$ cat config.mk
export PLATFORM = sky130hd
export DESIGN_NAME = bias_add_scheduler
export DESIGN_NICKNAME = d
export VERILOG_FILES = /design/src/rtl/bias_sched_pkg.sv /design/src/rtl/bias_add_sat.sv /design/src/rtl/bias_add_scheduler.sv
export SDC_FILE = /design/constraint.sdc
export NUM_CORES = 1
export LEC_CHECK = 0
export BUFFER_PORTS_ARGS = -buffer_cell sky130_fd_sc_hd__buf_2
export CAP_MARGIN = 5
export CORE_AREA = 8 8 225 227
export DETAILED_ROUTE_END_ITERATION = 6
export DIE_AREA = 0 0 233 235
export PLACE_DENSITY = 0.43
export SYNTH_ARGS = -nofsm -noshare
export SYNTH_HDL_FRONTEND = slang
export SYNTH_SLANG_ARGS = --single-unit
export TNS_END_PERCENT = 5
$ cat constraint.sdc
create_clock -name clk_i -period 6.9 [get_ports clk_i]
set_input_delay 0.69 -clock clk_i [delete_from_list [all_inputs] [get_ports clk_i]]
set_output_delay 0.69 -clock clk_i [all_outputs]
set_load 0.005 [all_outputs]
$ cat src/rtl/bias_sched_pkg.sv
// Shared types and constants for the bias-add scheduler.
package bias_sched_pkg;

    localparam int unsigned DATA_W = 32;

    typedef enum logic [1:0] {
        StIdle,
        StRun,
        StDrain
    } state_e;

    // Index width for a counter over n entries; never narrower than one bit.
    function automatic int unsigned ch_w(input int unsigned n);
        return (n > 1) ? $clog2(n) : 1;
    endfunction

endpackage

$ cat src/rtl/bias_add_sat.sv
// Combinational signed adder; saturating when BIAS_SAT_EN is defined, wrapping otherwise.
module bias_add_sat
    import bias_sched_pkg::*;
#(
    parameter int unsigned DataW = DATA_W
) (
    input  logic [DataW-1:0] a_i,
    input  logic [DataW-1:0] b_i,
    output logic [DataW-1:0] sum_o
);

`ifdef BIAS_SAT_EN
    logic [DataW:0] sum_ext;

    always_comb begin
        sum_ext = {a_i[DataW-1], a_i} + {b_i[DataW-1], b_i};
        // Top two bits disagree only when the true sum left the DataW range.
        if (sum_ext[DataW] != sum_ext[DataW-1]) begin
            sum_o = sum_ext[DataW] ? {1'b1, {(DataW-1){1'b0}}} : {1'b0, {(DataW-1){1'b1}}};
        end else begin
            sum_o = sum_ext[DataW-1:0];
        end
    end
`else
    always_comb begin
        sum_o = a_i + b_i;
    end
`endif

endmodule

$ cat src/rtl/bias_add_scheduler.sv
// Per-channel bias addition over one frame with valid/ready flow control.
// Optional saturation is selected by the BIAS_SAT_EN macro (see bias_add_sat).
module bias_add_scheduler
    import bias_sched_pkg::*;
#(
    parameter int unsigned NumCh  = 16,
    parameter int unsigned NumPix = 3025,
    parameter int unsigned DataW  = DATA_W
) (
    input  logic                          clk_i,
    input  logic                          rst_ni,
    input  logic                          start_i,
    output logic                          busy_o,
    input  logic [NumCh-1:0][DataW-1:0]   bias_mem_i,
    input  logic [DataW-1:0]              acc_data_i,
    input  logic                          acc_valid_i,
    output logic                          acc_ready_o,
    output logic [DataW-1:0]              out_data_o,
    output logic [ch_w(NumCh)-1:0]        out_ch_o,
    output logic                          out_valid_o,
    input  logic                          out_ready_i,
    output logic                          done_o
);

    localparam int unsigned ChW  = ch_w(NumCh);
    localparam int unsigned PixW = ch_w(NumPix);
    localparam logic [ChW-1:0]  LastCh  = ChW'(NumCh - 1);
    localparam logic [PixW-1:0] LastPix = PixW'(NumPix - 1);

    state_e            state_q;
    logic [ChW-1:0]    ch_cnt_q;
    logic [PixW-1:0]   pix_cnt_q;
    logic [DataW-1:0]  out_data_q;
    logic [ChW-1:0]    out_ch_q;
    logic              out_valid_q;
    logic              done_q;

    logic [DataW-1:0]  sum;
    logic              accept;
    logic              out_hs;
    logic              last_word;

    bias_add_sat #(
        .DataW (DataW)
    ) u_add (
        .a_i   (acc_data_i),
        .b_i   (bias_mem_i[ch_cnt_q]),
        .sum_o (sum)
    );

    always_comb begin
        acc_ready_o = (state_q == StRun) && (!out_valid_q || out_ready_i);
        accept      = acc_valid_i && acc_ready_o;
        out_hs      = out_valid_q && out_ready_i;
        last_word   = (ch_cnt_q == LastCh) && (pix_cnt_q == LastPix);
    end

    always_ff @(posedge clk_i or negedge rst_ni) begin
        if (!rst_ni) begin
            state_q     <= StIdle;
            ch_cnt_q    <= '0;
            pix_cnt_q   <= '0;
            out_data_q  <= '0;
            out_ch_q    <= '0;
            out_valid_q <= 1'b0;
            done_q      <= 1'b0;
        end else begin
            done_q <= 1'b0;
            unique case (state_q)
                StIdle: begin
                    if (start_i) begin
                        state_q   <= StRun;
                        ch_cnt_q  <= '0;
                        pix_cnt_q <= '0;
                    end
                end
                StRun: begin
                    if (accept) begin
                        if (ch_cnt_q == LastCh) begin
                            ch_cnt_q  <= '0;
                            pix_cnt_q <= pix_cnt_q + PixW'(1);
                        end else begin
                            ch_cnt_q <= ch_cnt_q + ChW'(1);
                        end
                        if (last_word) begin
                            state_q <= StDrain;
                        end
                    end
                end
                StDrain: begin
                    if (out_hs) begin
                        state_q <= StIdle;
                        done_q  <= 1'b1;
                    end
                end
                default: state_q <= StIdle;
            endcase

            // A simultaneous accept refills the register, so valid stays high.
            if (accept) begin
                out_data_q  <= sum;
                out_ch_q    <= ch_cnt_q;
                out_valid_q <= 1'b1;
            end else if (out_hs) begin
                out_valid_q <= 1'b0;
            end
        end
    end

    always_comb begin
        busy_o      = (state_q != StIdle);
        out_data_o  = out_data_q;
        out_ch_o    = out_ch_q;
        out_valid_o = out_valid_q;
        done_o      = done_q;
    end

endmodule

==> results.sh <==
export IMPL_drc=0
export IMPL_syn_area_per_cell_sq_um=11.9
export IMPL_cts_hold_buf=0
export IMPL_drt_iter0_markers=465
export IMPL_grt_pass1_vias=9464
export IMPL_cp_common_cell="mux4_2"
export IMPL_dp_cells=1805
export IMPL_grt_pass1_wl_um=72400
export IMPL_setup_viol=0
export IMPL_cts_root_buf="clkbuf_16"
export IMPL_crit_family="compound AO/OA/AOI/OAI gates"
export IMPL_final_setup_tns_ns=0
export IMPL_async_reset_ff_share_pct=100
export IMPL_fin_crit_sh_pct=71.4
export IMPL_final_antenna_net_count=0
export IMPL_htree_levels=2
export IMPL_worstSetupPathType="flip-flop to flip-flop"
export IMPL_die_w_um=233
export IMPL_cts_sinks=56
export IMPL_critPathLaunchType="flip-flop"
export IMPL_cts_setup_buffers=0
export IMPL_die_area_sq_um=54800
export IMPL_cp_required_ns=7.06
export IMPL_grt_use_total_pct=18.4
export IMPL_synth_nets=1228
export IMPL_critPathMaxFanout=46
export IMPL_status="finished clean"
export IMPL_seq_area_frac_synth_pct=18.2
export IMPL_finalHoldViolCount=0
export IMPL_cp_num_cells=12
export IMPL_endpoint_kind="flip-flop"
export IMPL_fillCellCount=5108
export IMPL_firstDrtPassIters=4
export IMPL_finalClockSkew_ns=0.00795
export IMPL_relSlewSlack_pct=31.0
export IMPL_reg2reg_depth=12
export IMPL_peakVddDrop_mv=0.161
export IMPL_gp_congestion=1.07
export IMPL_final_cells=1834
export IMPL_max_cap_violations=0
export IMPL_multi_input_area_sq_um=6040
export IMPL_syn_area_sq_um=7680
export IMPL_power_total_uw=4400
export IMPL_synth_seq_cells=56
export IMPL_utilization_pct=24.4
export IMPL_clock_fmax_mhz=203
export IMPL_vias=8567
export IMPL_power_density_nw_per_um2=382
export IMPL_area_growth_pct=49.8
export IMPL_ctsResizeCount=0
export IMPL_seqCellArea_sq_um=1410
export IMPL_min_path_type="flip-flop to flip-flop"
export IMPL_clockBufferDepth=2
export IMPL_drive_above_1_share_pct=65.7
export IMPL_synthFlopType="dfrtp_1"
export IMPL_synth_cell_types=59
export IMPL_drt_total_wl_um=52400
export IMPL_synth_warnings=0
export IMPL_p_leak_uw=0.00527
export IMPL_slowest_stage="dfrtp_4"
export IMPL_cpPeakStageDelay_ns=0.90
export IMPL_row_count=80
export IMPL_cts_buffers=5
export IMPL_layout_nets=1781
export IMPL_grt_start_max_net_pins=70
export IMPL_syn_inst=644
export IMPL_path_clk_slew_ns=0.08
export IMPL_dp_hpwl_um=47100
export IMPL_synth_edf_count=0
export IMPL_finalMaxSlewViolations=0
export IMPL_antenna_found_initial=42
export IMPL_holdPathStages=2
export IMPL_place_port_buffers=588
export IMPL_die_h_um=235
export IMPL_cts_tree="done"
export IMPL_grt_ovfl_total=0
export IMPL_tightest_slew_ns=1.03
export IMPL_start_util_pct=16.3
export IMPL_cp_cell_sequence="buf_12 > mux4_2 > mux4_2 > ha_1 > a211oi_1 > o21a_1 > a2111o_1 > a31oi_1 > or4_4 > a311oi_2 > xnor2_1 > o21ai_1"
export IMPL_crit_buf_inv=1
export IMPL_min_period_ns=4.93
export IMPL_core_area_sq_um=47100
export IMPL_insertion_delay_ns=0.30
export IMPL_post_drt_wl_per_cell_um=28.6
export IMPL_grt_setup_unrepaired="no"
export IMPL_io_pins=589
export IMPL_critPathArrivalTime_ns=5.09
export IMPL_via_per_inst=4.67
final cells by class:
class,instances,share of cell area [%]
Antenna cell,21,0.457
Clock buffer,5,1.09
Clock inverter,3,0.196
Inverter,12,0.392
Multi-Input combinational cell,526,52.5
Sequential cell,56,12.3
Tap cell,615,6.69
Timing Repair Buffer,596,26.4
through the flow:
step | hold WS [ns] | setup WS, ns | area [sq um]
final | 0.477 | 1.97 | 11500
after global routing | 0.500 | 1.64 | 11500
after CTS | 0.482 | 1.95 | 11500
after detailed placement | 0.464 | 1.99 | 11300
after global placement | 0.458 | 1.99 | 11300
after floorplan | 0.394 | 2.54 | 7680
cells in the mapped netlist (all sizes together) (15+ instances only):
master	n	share of area [%]
nand2	60	2.9
a21o	21	2.1
mux4	159	47
buf	20	1.1
xor2	19	2.2
ha	34	5.5
nor2	22	1.1
a21oi	37	2.5
clkbuf	30	1.5
xnor2	15	1.7
o21ai	53	3.5
dfrtp	56	18
kinds of logic after synthesis:
kind of cell	Yosys count	share of synthesized area (%)
AND/OR/NAND/NOR	144	9.25
flip-flops	56	18.2
adder cells (fa/ha/maj)	35	5.80
multiplexers	165	47.5
buffers and inverters	62	3.14
XOR/XNOR	34	3.88
AO/OA/AOI/OAI	148	12.2
power breakdown:
part           total, uW  internal (uW)  switching [uW]
registers            672            455             217
logic               3460           1690            1770
clock network        268            137             131
sequential cells by signal (all words and copies together) (netlist names):
name,count
out_ch_o,4
out_data_o,32
pix_cnt_q,12
ch_cnt_q,4
out_valid_o,1
done_o,1
state_q,2
per-layer routing:
layer / vias up / GRT usage (%) / part of all wire, %
met4: 12 / 6.60 / 2.6
met1: 4290 / 23.3 / 42
met3: 63 / 5.19 / 7.2
li1: 3792 / - / -
met5: - / 0 / 0.15
met2: 410 / 29.6 / 48
cell usage in the layout, fill, tap and decap left out, types with 5 or more instances in the layout:
cell,synthesis,layout
buf_2,7,588
mux4_2,159,159
nand2_1,60,60
dfrtp_1,56,52
o21ai_0,49,49
a21oi_1,36,36
ha_1,34,34
diode_2,0,21
nor2_1,21,21
a21o_1,20,20
xor2_1,19,19
xnor2_1,15,15
inv_1,12,12
nand4_1,11,11
nand2b_1,8,8
and3_1,7,7
o31ai_1,7,7
or3_1,8,7
nand3_1,6,6
a211oi_1,6,6
nor2b_1,5,5
mux2_2,5,5
clkbuf_16,0,5
buf_4,0,5
worst min-delay path, cell delays in order, from the launching register on:
cell and delay (ns):
dfrtp_1 0.34, nand2_1 0.04, o21ai_0 0.06
path summary, 6_finish.rpt:
kind | start | endpoint | slack (ns)
setup / recovery | ch_cnt_q[0] | out_data_o[31] | 1.97
hold / removal | out_data_o[29] | out_data_o[29] | 0.48
setup reg to reg | ch_cnt_q[0] | out_data_o[31] | 1.97
hold reg to reg | out_data_o[29] | out_data_o[29] | 0.48
max in group asynchronous | rst_ni | ch_cnt_q[1] | 5.77
min in group asynchronous | rst_ni | pix_cnt_q[8] | 0.52
Power figures use the tool's default switching activity.
